===== config.mk =====
export PLATFORM = sky130hd
export DESIGN_NAME = lif_layer_scheduler_flat
export DESIGN_NICKNAME = d
export VERILOG_FILES = /design/src/rtl/lif_layer_scheduler_pkg.sv /design/src/rtl/lif_layer_scheduler_if.sv /design/src/rtl/lif_layer_scheduler_spike_fifo.sv /design/src/rtl/lif_layer_scheduler.sv /design/src/flat_wrapper.sv
export SDC_FILE = /design/constraint.sdc
export NUM_CORES = 1
export LEC_CHECK = 0
export CAP_MARGIN = 20
export CORE_ASPECT_RATIO = 1.5
export CORE_MARGIN = 4
export CORE_UTILIZATION = 45
export CTS_CLUSTER_SIZE = 40
export DETAILED_ROUTE_END_ITERATION = 6
export HOLD_SLACK_MARGIN = 0.08
export PLACE_DENSITY = 0.69
export SETUP_SLACK_MARGIN = 0.05
export SYNTH_ARGS = -nofsm -noshare
export SYNTH_HDL_FRONTEND = slang
export SYNTH_SLANG_ARGS = --single-unit
export TNS_END_PERCENT = 10

===== constraint.sdc =====
create_clock -name clk -period 6.6 [get_ports clk]
set_input_delay 1.65 -clock clk [delete_from_list [all_inputs] [get_ports clk]]
set_output_delay 1.65 -clock clk [all_outputs]
set_load 0.03 [all_outputs]

===== src/rtl/lif_layer_scheduler_pkg.sv =====
`default_nettype none
// ============================================================================
// Module   : lif_pkg
// Brief    : Q4.4 types, scheduler state encoding and the shared LIF step.
// Revision : 1.0
// ============================================================================
package lif_pkg;

    typedef logic signed [7:0] q4_4_t;

    typedef enum logic [1:0] {
        IDLE   = 2'd0,
        UPDATE = 2'd1,
        DRAIN  = 2'd2
    } sched_state_e;

    typedef struct packed {
        q4_4_t p;
        logic  fire;
    } lif_result_t;

    localparam q4_4_t c_lambda       = 8'sb0001_0100;
    localparam q4_4_t c_threshold    = 8'sb0100_0000;
    localparam q4_4_t c_reset_level  = 8'sb0000_0000;
    localparam q4_4_t c_spike_weight = 8'sb0001_0000;

    function automatic lif_result_t lif_step(
        input q4_4_t p,
        input logic  spike,
        input q4_4_t lambda      = c_lambda,
        input q4_4_t threshold   = c_threshold,
        input q4_4_t weight      = c_spike_weight,
        input q4_4_t reset_level = c_reset_level
    );
        logic signed [15:0] mul;
        q4_4_t              leak;
        logic signed [8:0]  sum;
        q4_4_t              sat;
        lif_result_t        res;
        mul  = 16'(p) * 16'(lambda);
        // Keep product bits [11:4]: Q8.8 back to Q4.4 with wrap on the top
        leak = q4_4_t'(mul >>> 4);
        sum  = 9'(leak) + (spike ? 9'(weight) : 9'sd0);
        if (sum > 9'sd127)
            sat = 8'sd127;
        else if (sum < -9'sd128)
            sat = -8'sd128;
        else
            sat = sum[7:0];
        res.fire = (sat >= threshold);
        res.p    = res.fire ? reset_level : sat;
        return res;
    endfunction

endpackage
`default_nettype wire


===== src/rtl/lif_layer_scheduler_if.sv =====
`default_nettype none
// ============================================================================
// Module   : lif_layer_scheduler_if
// Brief    : Input spike event stream and output spike event stream.
// Revision : 1.0
// ============================================================================
interface lif_layer_scheduler_if #(
    parameter int IDX_W = 4
);
    logic             in_valid;
    logic             in_ready;
    logic [IDX_W-1:0] in_idx;
    logic             out_valid;
    logic             out_ready;
    logic [IDX_W-1:0] out_idx;

    modport master (
        output in_valid, in_idx, out_ready,
        input  in_ready, out_valid, out_idx
    );

    modport slave (
        input  in_valid, in_idx, out_ready,
        output in_ready, out_valid, out_idx
    );
endinterface
`default_nettype wire


===== src/rtl/lif_layer_scheduler_spike_fifo.sv =====
`default_nettype none
// ============================================================================
// Module   : spike_fifo
// Brief    : Synchronous FIFO with a registered output stage and empty flag.
// Revision : 1.0
// ============================================================================
module spike_fifo #(
    parameter int DEPTH = 16,
    parameter int WIDTH = 4
) (
    input  wire logic             clk,
    input  wire logic             rst_n,
    input  wire logic             push,
    input  wire logic [WIDTH-1:0] push_idx,
    input  wire logic             pop,
    output logic                  out_valid,
    output logic [WIDTH-1:0]      out_idx,
    output logic                  empty
);
    localparam int c_aw = $clog2(DEPTH);

    logic [WIDTH-1:0] r_mem [DEPTH];
    logic [c_aw:0]    r_wr;
    logic [c_aw:0]    r_rd;
    logic             r_out_valid;
    logic [WIDTH-1:0] r_out_idx;
    logic             w_load;

    // Refill the output stage whenever it is empty or being consumed
    assign w_load    = (r_wr != r_rd) && (!r_out_valid || pop);
    assign out_valid = r_out_valid;
    assign out_idx   = r_out_idx;
    assign empty     = (r_wr == r_rd) && !r_out_valid;

    always_ff @(posedge clk) begin
        if (push)
            r_mem[r_wr[c_aw-1:0]] <= push_idx;
    end

    always_ff @(posedge clk or negedge rst_n) begin
        if (!rst_n) begin
            r_wr        <= '0;
            r_rd        <= '0;
            r_out_valid <= 1'b0;
            r_out_idx   <= '0;
        end else begin
            if (push)
                r_wr <= r_wr + 1'b1;
            if (w_load) begin
                r_out_idx   <= r_mem[r_rd[c_aw-1:0]];
                r_out_valid <= 1'b1;
                r_rd        <= r_rd + 1'b1;
            end else if (pop) begin
                r_out_valid <= 1'b0;
            end
        end
    end
endmodule
`default_nettype wire


===== src/rtl/lif_layer_scheduler.sv =====
`default_nettype none
// ============================================================================
// Module   : lif_layer_scheduler
// Brief    : Time-multiplexed LIF layer: one update datapath swept over all
//            virtual neurons per tick, fired indices streamed out in order.
// Revision : 1.0
// ============================================================================
module lif_layer_scheduler
    import lif_pkg::*;
#(
    parameter int    N_NEURONS    = 16,
    parameter int    IDX_W        = $clog2(N_NEURONS),
    parameter q4_4_t LAMBDA       = c_lambda,
    parameter q4_4_t THRESHOLD    = c_threshold,
    parameter q4_4_t RESET_LEVEL  = c_reset_level,
    parameter q4_4_t SPIKE_WEIGHT = c_spike_weight
) (
    input  wire logic              clk,
    input  wire logic              rst_n,
    input  wire logic              tick,
    lif_layer_scheduler_if.slave   bus,
    output logic                   busy,
    output logic                   done,
    output logic                   tick_overrun
);
    sched_state_e         r_state;
    logic [IDX_W-1:0]     r_cnt;
    logic [N_NEURONS-1:0] r_pending;
    logic [N_NEURONS-1:0] r_snapshot;
    q4_4_t                r_mem [N_NEURONS];
    logic                 r_busy;
    logic                 r_done;
    logic                 r_overrun;

    logic [N_NEURONS-1:0] w_event;
    lif_result_t          w_step;
    logic                 w_push;
    logic                 w_fifo_empty;
    logic                 w_start;

    assign w_event  = bus.in_valid ? ({{(N_NEURONS-1){1'b0}}, 1'b1} << bus.in_idx) : '0;
    assign w_step   = lif_step(r_mem[r_cnt], r_snapshot[r_cnt], LAMBDA, THRESHOLD,
                               SPIKE_WEIGHT, RESET_LEVEL);
    assign w_push   = (r_state == UPDATE) && w_step.fire;
    assign w_start  = (r_state == IDLE) && tick;

    assign bus.in_ready = rst_n;
    assign busy         = r_busy;
    assign done         = r_done;
    assign tick_overrun = r_overrun;

    always_ff @(posedge clk or negedge rst_n) begin
        if (!rst_n) begin
            r_state    <= IDLE;
            r_cnt      <= '0;
            r_pending  <= '0;
            r_snapshot <= '0;
            r_busy     <= 1'b0;
            r_done     <= 1'b0;
            r_overrun  <= 1'b0;
            for (int i = 0; i < N_NEURONS; i++)
                r_mem[i] <= RESET_LEVEL;
        end else begin
            r_done <= 1'b0;
            if (tick && (r_state != IDLE))
                r_overrun <= 1'b1;
            // A same-cycle event joins the snapshot, so pending restarts empty
            if (w_start)
                r_pending <= '0;
            else
                r_pending <= r_pending | w_event;

            case (r_state)
                IDLE: begin
                    if (tick) begin
                        r_snapshot <= r_pending | w_event;
                        r_cnt      <= '0;
                        r_busy     <= 1'b1;
                        r_state    <= UPDATE;
                    end
                end
                UPDATE: begin
                    r_mem[r_cnt] <= w_step.p;
                    r_cnt        <= r_cnt + 1'b1;
                    if (r_cnt == IDX_W'(N_NEURONS - 1))
                        r_state <= DRAIN;
                end
                DRAIN: begin
                    if (w_fifo_empty) begin
                        r_busy  <= 1'b0;
                        r_done  <= 1'b1;
                        r_state <= IDLE;
                    end
                end
                default: r_state <= IDLE;
            endcase
        end
    end

    spike_fifo #(
        .DEPTH (N_NEURONS),
        .WIDTH (IDX_W)
    ) u_fifo (
        .clk       (clk),
        .rst_n     (rst_n),
        .push      (w_push),
        .push_idx  (r_cnt),
        .pop       (bus.out_ready),
        .out_valid (bus.out_valid),
        .out_idx   (bus.out_idx),
        .empty     (w_fifo_empty)
    );
endmodule
`default_nettype wire


===== src/flat_wrapper.sv =====
// flat-port wrapper written by rule: the top's interface ports become plain ports
module lif_layer_scheduler_flat import lif_pkg::*;
#(
    parameter int    N_NEURONS    = 16,
    parameter int    IDX_W        = $clog2(N_NEURONS),
    parameter q4_4_t LAMBDA       = c_lambda,
    parameter q4_4_t THRESHOLD    = c_threshold,
    parameter q4_4_t RESET_LEVEL  = c_reset_level,
    parameter q4_4_t SPIKE_WEIGHT = c_spike_weight
)
  (clk, rst_n, tick, busy, done, tick_overrun, bus_in_valid, bus_in_idx, bus_out_ready, bus_in_ready, bus_out_valid, bus_out_idx);
  lif_layer_scheduler_if #(.IDX_W(IDX_W)) bus_i ();
  input  wire logic clk;
  input  wire logic rst_n;
  input  wire logic tick;
  output logic busy;
  output logic done;
  output logic tick_overrun;
  input wire logic [$bits(bus_i.in_valid)-1:0] bus_in_valid;
  input wire logic [$bits(bus_i.in_idx)-1:0] bus_in_idx;
  input wire logic [$bits(bus_i.out_ready)-1:0] bus_out_ready;
  output wire logic [$bits(bus_i.in_ready)-1:0] bus_in_ready;
  output wire logic [$bits(bus_i.out_valid)-1:0] bus_out_valid;
  output wire logic [$bits(bus_i.out_idx)-1:0] bus_out_idx;
  assign bus_i.in_valid = bus_in_valid;
  assign bus_i.in_idx = bus_in_idx;
  assign bus_i.out_ready = bus_out_ready;
  assign bus_in_ready = bus_i.in_ready;
  assign bus_out_valid = bus_i.out_valid;
  assign bus_out_idx = bus_i.out_idx;
  lif_layer_scheduler #(.N_NEURONS(N_NEURONS), .IDX_W(IDX_W), .LAMBDA(LAMBDA), .THRESHOLD(THRESHOLD), .RESET_LEVEL(RESET_LEVEL), .SPIKE_WEIGHT(SPIKE_WEIGHT)) u_core (.clk(clk), .rst_n(rst_n), .tick(tick), .bus(bus_i), .busy(busy), .done(done), .tick_overrun(tick_overrun));
endmodule

==> key figures <==
Setup path
  • Most frequent cell on the critical path: ha_1
  • Classification of the worst setup path: flip-flop to flip-flop
  • List of cells traversed by the critical path: mux4_2, mux4_2, ha_1, ha_1, a21oi_1, inv_1, a21oi_1, xnor2_1, ha_1, o21ai_0, or2_1, a211o_4, a31oi_4, and3_1
  • Worst Path Max Fanout: 27
  • Crit path capture type: flip-flop
  • Delay-heaviest family, CP: compound AO/OA/AOI/OAI gates
  • Max stage delay on crit path: 0.95 ns
  • Length in cells of the worst reg-to-reg path: 14
  • Setup slack of the worst register-to-register path: 1.11 ns
  • Highest-delay cell along the critical path: dfrtp_2
  • Logic depth of the worst setup path including buffers: 14
  • Number of buffers and inverters on the critical path: 1
  • Arrival time at the worst endpoint: 5.72 ns
  • Crit path required time: 6.82 ns
  • Type of origin of the critical path: flip-flop

Clock network
  • CTS tree: done
  • Clock Tree Buf Depth: 3
  • Clock insertion delay at the later pin of the skew report: 0.53 ns
  • Root Buffer: clkbuf_16
  • Clock sink total: 248
  • PostCTS Resize Cnt: 0
  • Clk pin slew, worst setup/hold paths: 0.07 ns
  • Number of post-CTS setup repair buffers: 0
  • Hold-fix buffer count after cts: 0
  • H-Tree Level Count: 1
  • Number of buffers added by the clock tree synthesis step: 24

Route
  • DRC violation total after the first TritonRoute iteration: 687
  • Routed met3 length: 831 um
  • Number of detailed-routing iterations run before antenna repair: 5
  • Post-DR vias/cell: 5.885
  • Routed wirelength normalized by instance count: 21.17 um
  • Routed wl met2: 14180 um
  • Antenna-violating nets left: 0
  • Metal1 wirelength: 10650 um
  • Via count: 7368
  • DRT Wirelength: 26510 um
  • Highest metal used: met4
  • Residual DRC: 0

GRT
  • GRT Resource Usage Total: 18.81%
  • Antenna violations before repair: 0
  • Maximum number of pins on one net before global-route repair: 97
  • Vias in the first global route: 7617
  • First-pass GRT wire length: 43190 um
  • Grt ovf: 0

Place
  • # placed instances: 1207
  • Post-DP HPWL: 17740 um
  • Routability Congestion: 0.8481
  • Input/output buffers: 17
  • Dpl cell area: 12170 um2

Yosys
  • Mapped Area: 11730 um2
  • Syn Area/Cell: 12.89 um2
  • Post-synthesis sequential element count: 248
  • Share of synthesized flip-flops with an asynchronous set or reset: 74.19%
  • Cell type with the highest aggregate area in the netlist: dfrtp_1
  • Most used flip-flop cell after synthesis: dfrtp_1
  • Synthesized net count: 944
  • Cell count after synthesis: 910
  • Sequential fraction of the synthesis area: 55.64%
  • Most repeated cell in the gate-level netlist after synthesis: dfrtp_1
  • Cell types with the highest counts after synthesis: 184 x dfrtp_1, 145 x a21oi_1, 96 x mux2i_1
  • Fraction of synthesized cell area taken by the top area cell type: 39.25%
  • Biggest area contributors in the synthesized netlist: dfrtp_1 39%, edfxtp_1 16%, mux4_2 12%
  • Yosys warns: 0
  • Library cells used by synthesis: 47
  • EDFF count, synth: 64

Pwr
  • Leakage: 5.838 nW
  • Power density cells: 545.7 nW/um2
  • Total power: 7.088 mW
  • VDD IR max: 366.5 uV

STA
  • Final period utilization: 83.25%
  • Final-report setup violation count: 0
  • Max transition margin: 38.60%
  • Fin. Hold Viols: 0
  • Tmin final: 5.494 ns
  • Slew at the pin with the worst max-slew slack: 0.9209 ns
  • Fin Clk Skew: 0.01148 ns
  • Setup repair after global routing missed its margin: false
  • Peak clock frequency supported by timing: 0.1820 GHz
  • Setup tns final: 0 ns
  • Slew Limit Fails: 0

Layout
  • Filler instances: 2257
  • Share of layout cells above drive strength 1: 15.45%
  • Final core utilization: 50.41%
  • Antenna cell count: 0
  • Post-synthesis to final-layout area growth: 10.72%
  • Fin nets: 935
  • Post-route design area: 12990 um2
  • Final cell count without fillers: 1252

Floorplan
  • Height of the chip: 205.7 um
  • I/O pin total: 18
  • Area inside the core boundary: 25760 um2
  • Starting density of the core: 45.53%
  • DIE AREA: 28770 um2
  • Die Span X: 139.8 um
  • Std-Cell Rows: 72

Min path
  • Instance count along the most critical hold path: 1
  • Path class of the lowest-slack min-delay path: flip-flop to flip-flop

Outcome
  • Outcome: complete, no violations

Flow run
  • Number of violations of the max-capacitance limit: 0
-- kinds of logic after synthesis --
logic type	share of synthesized area (%)
xor+xnor	1.195
simple gates	6.432
compound gates	10.01
buf+inv	2.752
flops	55.64
mux	21.25
fa+ha+maj	2.731
-- worst register-to-register path, cell delays in order (launching register included) --
cell     delay, ns
dfrtp_2       0.95
mux4_2        0.64
mux4_2        0.53
ha_1          0.36
ha_1          0.30
a21oi_1       0.25
inv_1         0.07
a21oi_1       0.19
xnor2_1       0.14
ha_1          0.18
o21ai_0       0.13
or2_1         0.31
a211o_4       0.38
a31oi_4       0.42
and3_1        0.35
-- layer usage --
layer | GRT usage (%) | up-vias
met5 | 0 | -
li1 | - | 3372
met2 | 33.84 | 153
met4 | 6.267 | 0
met1 | 23.62 | 3793
met3 | 2.232 | 50
-- final cells by class --
cell class                 count  area, um2  share of cell area [%]
timing repair buffer          32      299.0                   2.302
clock inverter                15      140.1                   1.079
clock buffer                  29      670.6                   5.164
sequential                   248       6529                   50.27
multi-input combinational    583       4887                   37.63
inverter                      12      45.04                  0.3468
tap                          333      416.7                   3.208
-- registers in the layout, summed over array words and instances (netlist names), 4 cells and up --
| name | flops |
|---|---|
| u_core.r_cnt | 4 |
| u_core.u_fifo.r_wr | 5 |
| u_core.r_mem | 128 |
| u_core.u_fifo.r_rd | 5 |
| u_core.r_snapshot | 16 |
| u_core.u_fifo.r_mem | 64 |
| u_core.r_pending | 16 |
| u_core.u_fifo.out_idx | 4 |
-- metrics by stage --
step | hold slack, ns | worst slack [ns]
2_1_floorplan | 0.4446 | 1.445
3_3_place_gp | 0.4505 | 1.201
3_5_place_dp | 0.4660 | 1.108
4_1_cts | 0.4822 | 1.072
5_1_grt | 0.5000 | 0.8102
6_report | 0.4804 | 1.106
-- cells in the final DEF, fill, tap and decap left out, drive strengths merged, types with 19 or more instances in the layout --
master    n
dfrtp   184
nand2    47
a21oi   146
o21ai    47
mux2i    96
nor2     46
mux4     65
ha       24
clkbuf   30
nand3    19
edfxtp   64
-- final timing paths --
kind	from	endpoint
worst max-delay path	u_core.r_cnt[0]	u_core.u_fifo.r_mem[1][1]
worst min-delay path	u_core.tick_overrun	u_core.tick_overrun
worst max register to register	u_core.r_cnt[0]	u_core.u_fifo.r_mem[1][1]
worst min register to register	u_core.tick_overrun	u_core.tick_overrun
max in group asynchronous	rst_n	u_core.r_cnt[0]
min in group asynchronous	rst_n	u_core.r_mem[53]
-- power by group --
| part | leakage, nW | total (mW) | switching (mW) | internal [mW] |
|---|---|---|---|---|
| clock | 0.403 | 1.40 | 0.597 | 0.806 |
| combinational | 2.49 | 3.26 | 1.95 | 1.31 |
| sequential | 2.94 | 2.43 | 0.369 | 2.06 |
Power figures use the tool's default switching activity.
